--- config.mk ---
export PLATFORM = sky130hd
export DESIGN_NAME = aes_128_arbiter
export DESIGN_NICKNAME = d
export VERILOG_FILES = /design/src/rtl/aes_128_arbiter.sv
export SDC_FILE = /design/constraint.sdc
export NUM_CORES = 1
export LEC_CHECK = 0
export BUFFER_PORTS_ARGS = -buffer_cell sky130_fd_sc_hd__buf_2
export CORE_AREA = 2 2 597 599
export CTS_CLUSTER_DIAMETER = 40
export DETAILED_ROUTE_END_ITERATION = 12
export DIE_AREA = 0 0 599 601
export PLACE_DENSITY = 0.3
export SYNTH_ARGS = -nofsm -noshare
export SYNTH_HDL_FRONTEND = slang
export SYNTH_SLANG_ARGS = --single-unit
--- constraint.sdc ---
create_clock -name clk -period 1.6 [get_ports clk]
set_input_delay 0 -clock clk [delete_from_list [all_inputs] [get_ports clk]]
set_output_delay 0 -clock clk [all_outputs]
set_load 0.05 [all_outputs]
--- src/rtl/aes_128_arbiter.sv ---
// Round-robin scheduler sharing one aes_128 core between N_REQ requesters, with a tagged response register.
// Optional watchdog on the in-flight block is enabled by defining AES_ARB_WDOG_EN.
module aes_128_arbiter #(
    parameter int N_REQ = 4,
    localparam int ID_W = $clog2(N_REQ),
    parameter int WDOG_CYCLES = 64
) (
    input  logic                 clk,
    input  logic                 rst_n,
    input  logic [N_REQ-1:0]     req_valid,
    output logic [N_REQ-1:0]     req_ready,
    input  logic [N_REQ*128-1:0] req_data,
    input  logic [N_REQ*128-1:0] req_key,
    output logic                 rsp_valid,
    input  logic                 rsp_ready,
    output logic [127:0]         rsp_data,
    output logic [ID_W-1:0]      rsp_id,
    input  logic                 core_ready,
    input  logic                 core_valid,
    input  logic [127:0]         core_out,
    output logic [127:0]         core_in,
    output logic [127:0]         core_key,
    output logic                 busy,
    output logic                 wdog_err
);

    logic            busy_q;
    logic [ID_W-1:0] ptr_q;
    logic [ID_W-1:0] tag_q;
    logic [ID_W-1:0] sel;
    logic [ID_W:0]   idx;
    logic            found;
    logic            capture;
    logic            grant;
    logic            wdog_expire;
    logic            rsp_valid_q;
    logic [127:0]    rsp_data_q;
    logic [ID_W-1:0] rsp_id_q;

    assign capture = core_valid & busy_q;
    // Grant only when the output register is guaranteed free for this block's result.
    assign grant = core_ready & found & ~busy_q & ~capture & (~rsp_valid_q | rsp_ready);

    always_comb begin
        sel   = '0;
        found = 1'b0;
        idx   = '0;
        for (int i = 0; i < N_REQ; i++) begin
            idx = {1'b0, ptr_q} + (ID_W+1)'(i);
            if (idx >= (ID_W+1)'(N_REQ)) begin
                idx = idx - (ID_W+1)'(N_REQ);
            end
            if (!found && req_valid[idx[ID_W-1:0]]) begin
                sel   = idx[ID_W-1:0];
                found = 1'b1;
            end
        end
    end

    always_comb begin
        req_ready = '0;
        core_in   = '0;
        core_key  = '0;
        if (grant) begin
            req_ready[sel] = 1'b1;
            core_in        = req_data[int'(sel)*128 +: 128];
            core_key       = req_key[int'(sel)*128 +: 128];
        end
    end

    always_ff @(posedge clk or negedge rst_n) begin
        if (!rst_n) begin
            busy_q <= 1'b0;
            ptr_q  <= '0;
            tag_q  <= '0;
        end else begin
            if (grant) begin
                busy_q <= 1'b1;
                tag_q  <= sel;
                ptr_q  <= (sel == ID_W'(N_REQ-1)) ? '0 : sel + ID_W'(1);
            end else if (capture || wdog_expire) begin
                busy_q <= 1'b0;
            end
        end
    end

    always_ff @(posedge clk or negedge rst_n) begin
        if (!rst_n) begin
            rsp_valid_q <= 1'b0;
            rsp_data_q  <= '0;
            rsp_id_q    <= '0;
        end else begin
            if (capture) begin
                rsp_valid_q <= 1'b1;
                rsp_data_q  <= core_out;
                rsp_id_q    <= tag_q;
            end else if (rsp_valid_q && rsp_ready) begin
                rsp_valid_q <= 1'b0;
            end
        end
    end

`ifdef AES_ARB_WDOG_EN
    localparam int WD_W = $clog2(WDOG_CYCLES + 1);

    logic [WD_W-1:0] wdog_cnt;
    logic            wdog_err_q;

    // Down-counter loaded on grant; terminal count while still busy means the core never answered.
    assign wdog_expire = busy_q & ~capture & (wdog_cnt == '0);

    always_ff @(posedge clk or negedge rst_n) begin
        if (!rst_n) begin
            wdog_cnt   <= '0;
            wdog_err_q <= 1'b0;
        end else begin
            if (grant) begin
                wdog_cnt <= WD_W'(WDOG_CYCLES - 1);
            end else if (busy_q && !capture && wdog_cnt != '0) begin
                wdog_cnt <= wdog_cnt - WD_W'(1);
            end
            if (wdog_expire) begin
                wdog_err_q <= 1'b1;
            end
        end
    end

    assign wdog_err = wdog_err_q;
`else
    logic unused_wdog;

    assign unused_wdog = (WDOG_CYCLES > 0);
    assign wdog_expire = 1'b0;
    assign wdog_err    = 1'b0;
`endif

    assign busy      = busy_q;
    assign rsp_valid = rsp_valid_q;
    assign rsp_data  = rsp_data_q;
    assign rsp_id    = rsp_id_q;

endmodule

Word level (Yosys, flattened, before mapping)
Index checks and enable logic that the tools add are counted.
W data, S select, Z words.
{"block": "classes", "n_addsub": 8, "mux": 30, "shifts": 2, "n_eq_ne": 1, "n_reduce_logical": 10, "order_cmp": 10, "n_bitwise": 9}
{"op": "$shiftx A512 B10 Y128", "count": 2}
{"op": "$mux W128", "count": 2}
{"op": "$mux W2", "count": 9}
{"op": "$lt A2 B3 Y1 const B", "count": 5}
{"op": "$mux W1", "count": 13}
{"op": "$ge A3 B3 Y1 const B", "count": 3}
{"op": "$bmux W1 S2", "count": 4}
{"op": "$sub A2 B1 Y2 const B", "count": 4}
{"op": "$add A2 B2 Y3 const B", "count": 2}
{"op": "$and A1 B1 Y1", "count": 5}
{"op": "$logic_and A1 B1 Y1", "count": 5}
{"op": "$mux W4", "count": 1}
{"op": "$reduce_bool A2 Y1", "count": 2}
{"op": "$add A2 B1 Y3 const B", "count": 1}
{"op": "$ge A2 B3 Y1 const B", "count": 1}
{"op": "$logic_not A1 Y1", "count": 3}
{"op": "$not A1 Y1", "count": 3}
{"op": "$add A2 B1 Y2 const B", "count": 1}
{"op": "$demux W1 S2", "count": 1}
{"op": "$eq A2 B2 Y1 const B", "count": 1}
{"op": "$ge A2 B1 Y1 const B", "count": 1}
{"op": "$or A1 B1 Y1", "count": 1}
{"block": "totals", "register_bits": 136, "inputBits": 1161, "word_cells": 76, "output_inout_bits": 393}

Longest topological paths before layout
{"block": "logic_depth", "word_depth": 19, "ltp_mapped": 8}

Worst setup path before layout
No wires, ideal clock.
{"block": "synth_timing", "path_type": "flip-flop to output port", "startpoint": "register rsp_valid_q, in the netlist rsp_valid", "endpoint": "output core_in[0]", "path_stages_with_launch": 8, "path_buffers": 3, "t_arrival_ns": 2.235, "slack_ns": -0.635, "path_cell_list": "dfrtp_1 > nand2b_1 > and4_1 > buf_2 > nand2_2 > buf_6 > buf_6 > o22ai_1"}
{"block": "synth_via", "elab_chain_cells": 4}
{"item": "from (decl)", "line": "36", "source": "logic rsp_valid_q;"}
{"item": "from (signal assigned)", "line": "89", "source": "rsp_valid_q <= 1'b0;"}
{"item": "from (signal assigned)", "line": "94", "source": "rsp_valid_q <= 1'b1;"}
{"item": "from (signal assigned)", "line": "98", "source": "rsp_valid_q <= 1'b0;"}
{"item": "$not A1 Y1", "line": "42", "source": "assign grant = core_ready & found & ~busy_q & ~capture & (~rsp_valid_q | rsp_ready);"}
{"item": "$or A1 B1 Y1", "line": "42"}
{"item": "$and A1 B1 Y1", "line": "42"}
{"item": "$mux W128", "line": "64", "source": "if (grant) begin"}
{"item": "to (decl)", "line": "21", "source": "output logic [127:0] core_in,"}
No other way between the ends.

Worst setup path in the final report
{"block": "layout_timing", "startpoint": "register ptr_q[1]", "endpoint": "output core_key[14]"}
{"block": "layout_via", "elab_cells_between_ends": 43}
{"item": "from (decl)", "line": "28", "source": "logic [ID_W-1:0] ptr_q;"}
{"item": "from (signal assigned)", "line": "80", "source": "ptr_q <= (sel == ID_W'(N_REQ-1)) ? '0 : sel + ID_W'(1);"}
{"item": "branches (longest 13 deep; another with $add A2 B1 Y3)"}
{"item": "$mux W2 *", "line": "53", "source": "if (!found && req_valid[idx[ID_W-1:0]]) begin"}
{"item": "named net sel[0]", "line": "30", "source": "logic [ID_W-1:0] sel;"}
{"item": "$shiftx A512 B10 Y128 *", "line": "67", "source": "core_key = req_key[int'(sel)*128 +: 128];"}
{"item": "$mux W128 *", "line": "64"}
{"item": "to (decl)", "line": "22", "source": "output logic [127:0] core_key,"}
Mark *: on every way through the listed nets, which the timed path passes. The select of a mux whose other input is x is not followed.

==> flow_summary.ini <==
[outcome]
violations = negative setup slack
status = finished, violations left

[synth]
avgSynthCellArea_um2 = 10.8
synth_top_area_share_pct = 39.5
yosys.area.top_type = mux2i_1
ys_seq_elements = 136
yosysWarnings = 0
synthTopCellsByArea = mux2i_1 (39%), dfrtp_1 (26%), o22ai_1 (12%)
synth_fp_nets = 2373
ys_seq_area_share_pct = 26.2
synth_cell_types = 30
synthCells = 1208
netlist_area_um2 = 13000

[placement]
post_dp_cell_area_um2 = 31400
io_buffer_count = 1552
hpwl_mm = 226
gp_congestion = 1.01

[grt]
grt_remaining_overflow = 0
antenna_found_initial = 249
grt_pass1_wl_mm = 295
grt_max_degree = 34
grtUsageTotal_pct = 13.2
grt_pass1_vias = 21097

[cells_and_area]
design_area_um2 = 38100
syn_to_final_growth_pct = 193
fill_cells = 41114
fin_nets = 4367
drive_gt1_share_pct = 73.7

[timing]
clock_skew_ps = 8.31
tns_ps = -304510
maxSlewViolCount = 0
rsz0062_at_grt = true
fin_crit_sh_pct = 184
fmax_mhz = 340
finalSetupViolations = 263
hold_violations = 0
layout_setup_ws_ps = -1340
tightest_slew_ps = 573
min_period_ps = 2940
slew_headroom_pct = 62.0

[worst_setup_path]
critical_path_required_ps = 1600
cp_data_arrival_time_ps = 2940
critPathMaxFanout = 7
critPathKind = flop to output pin
crit_path_start_kind = flop
crit_path_end_kind = output pin
r2r.worst_path.cells = 9

[clocking]
insertion_delay_ps = 480
root_buffer = clkbuf_16
cts_tree = yes
cts.path.max_buffers = 2
cts.sinks = 136
h-tree-depth = 4
cts_buffers = 17
clkSlewWorstSetupHoldPaths_ps = 70

[die]
core_um2 = 354000
rows = 219
dieArea_um2 = 360000
start_util_pct = 3.67
die_width_um = 599
io_pins = 1554
die_height_um = 601

[detailed_routing]
drt_iter0_drc = 1274
vias = 20996
vias_per_cell = 2.62
drt-total-wl_mm = 250
route.detailed.drc = 0
drt_first_pass_iters = 5
final_antenna_net_count = 0
wl_per_cell_um = 31.2

[power_and_ir_drop]
power_density_nw_per_um2 = 1410
ir_worst_vdd_v = 0.000939
totalPowerFinal_mw = 53.8
leakagePower_nw = 16.5

[flow_run]
maxCapViolations = 0

[hold_path]
hp-class = input port to async pin
==> cells in the mapped netlist (all sizes together) <==
library cell / instances
and2: 4
a221oi: 1
a21oi: 2
o22ai: 256
o21ai: 2
and4: 1
mux2i: 513
nand2: 16
dfrtp: 136
mux2: 130
clkbuf: 4
o31ai: 1
nand2b: 3
inv: 3
nand4: 1
nand3b: 1
o2bb2ai: 1
buf: 124
conb: 1
nor2: 4
ha: 4
==> flip-flops by register name (all words and copies together) (netlist names) <==
| register | flops |
|---|---|
| tag_q | 2 |
| busy | 1 |
| ptr_q | 2 |
| rsp_id | 2 |
| rsp_valid | 1 |
| rsp_data | 128 |
==> through the flow <==
| step | hold WS [ps] | setup WS [ps] | utilization, % | instances |
|---|---|---|---|---|
| after floorplan | -296 | -569 | - | 1208 |
| after global placement | -55.4 | -1610 | 8.87 | 7722 |
| after detailed placement | -57.0 | -1610 | 8.87 | 7722 |
| after CTS | 3.92 | -1430 | 10.2 | 7946 |
| after global routing | 35.7 | -1410 | 10.8 | 7995 |
| final | 35.2 | -1340 | 10.8 | 8012 |
==> power by group <==
part | switching, mW | total [mW] | leakage, nW | internal [mW]
Sequential | 0.838 | 5.51 | 1.60 | 4.68
Clock | 1.91 | 4.27 | 0.290 | 2.36
Combinational | 26.0 | 44.0 | 14.6 | 18.0
Total | 28.7 | 53.8 | 16.5 | 25.1
==> worst max-delay path: stages (launching register included) <==
cell       delay (ps)
dfrtp_1           400
mux2i_1           280
o2bb2ai_2         180
nor2_4             60
buf_12            160
clkinv_16         100
buf_16            180
buf_12            150
mux2i_4           440
buf_6             180
o22ai_4            70
buf_16            160
==> layer usage <==
metal / track usage, % / wire length (µm) / part of all wire (%)
met1: 16.4 / 103000 / 41
met2: 23.1 / 122000 / 49
met3: 2.48 / 14700 / 5.9
met4: 3.56 / 9440 / 3.8
met5: 0 / 511 / 0.20
==> timing repair <==
item / CTS / global route
setup buffers: 44 / 21
hold buffers: 134 / 0
hold endpoints to repair: 270 / 0
endpoints found under the setup margin: 263 / 263
cloned: 16 / 8
resized for setup: 388 / 335
pin swaps: 26 / 32
==> cells by family (layout without fill, tap and decap cells) <==
kind of cell / Yosys count / in the layout / synth area share [%]
mux: 643 / 643 / 50.7
compound gates: 263 / 263 / 12.8
flops: 136 / 136 / 26.2
buf+inv: 131 / 2138 / 8.66
simple gates: 30 / 30 / 1.16
fa+ha+maj: 4 / 4 / 0.385
other cells: 1 / 47 / 0.0288
==> final timing paths <==
| check | startpoint | end | slack (ps) |
|---|---|---|---|
| max reg2reg | ptr_q[1] | tag_q[1] | -370 |
| min in group clk | req_valid[2] | ptr_q[0] | 70 |
| max in group asynchronous | rst_n | rsp_data[121] | 580 |
| max | ptr_q[1] | core_key[14] | -1340 |
| min | rst_n | rsp_data[8] | 40 |
| min reg2reg | tag_q[0] | tag_q[0] | 480 |
==> final cells by class <==
cell class / count / area, µm² / area share [%]
multi-input cells: 941 / 11400 / 29.8
clock inverters: 15 / 188 / 0.492
diodes: 46 / 115 / 0.302
flip-flops and latches: 136 / 3410 / 8.94
repair inverters: 2 / 36.3 / 0.0952
well taps: 4751 / 5940 / 15.6
clock buffers: 17 / 425 / 1.12
inverters: 3 / 37.5 / 0.0985
repair buffers: 2101 / 16600 / 43.5
==> cell usage in the layout (no fill, tap or decap), types with 6 or more instances in the layout <==
cell           count
buf_12           210
buf_16            19
buf_2           1319
buf_4            291
buf_6             99
buf_8             15
clkbuf_16         26
dfrtp_1          134
diode_2           46
dlygate4sd3_1    134
inv_6              6
mux2_1            90
mux2_2            40
mux2i_1          342
mux2i_2           82
mux2i_4           89
nand2_1           13
o22ai_1          112
o22ai_2           73
o22ai_4           71
Power figures use the tool's default switching activity.
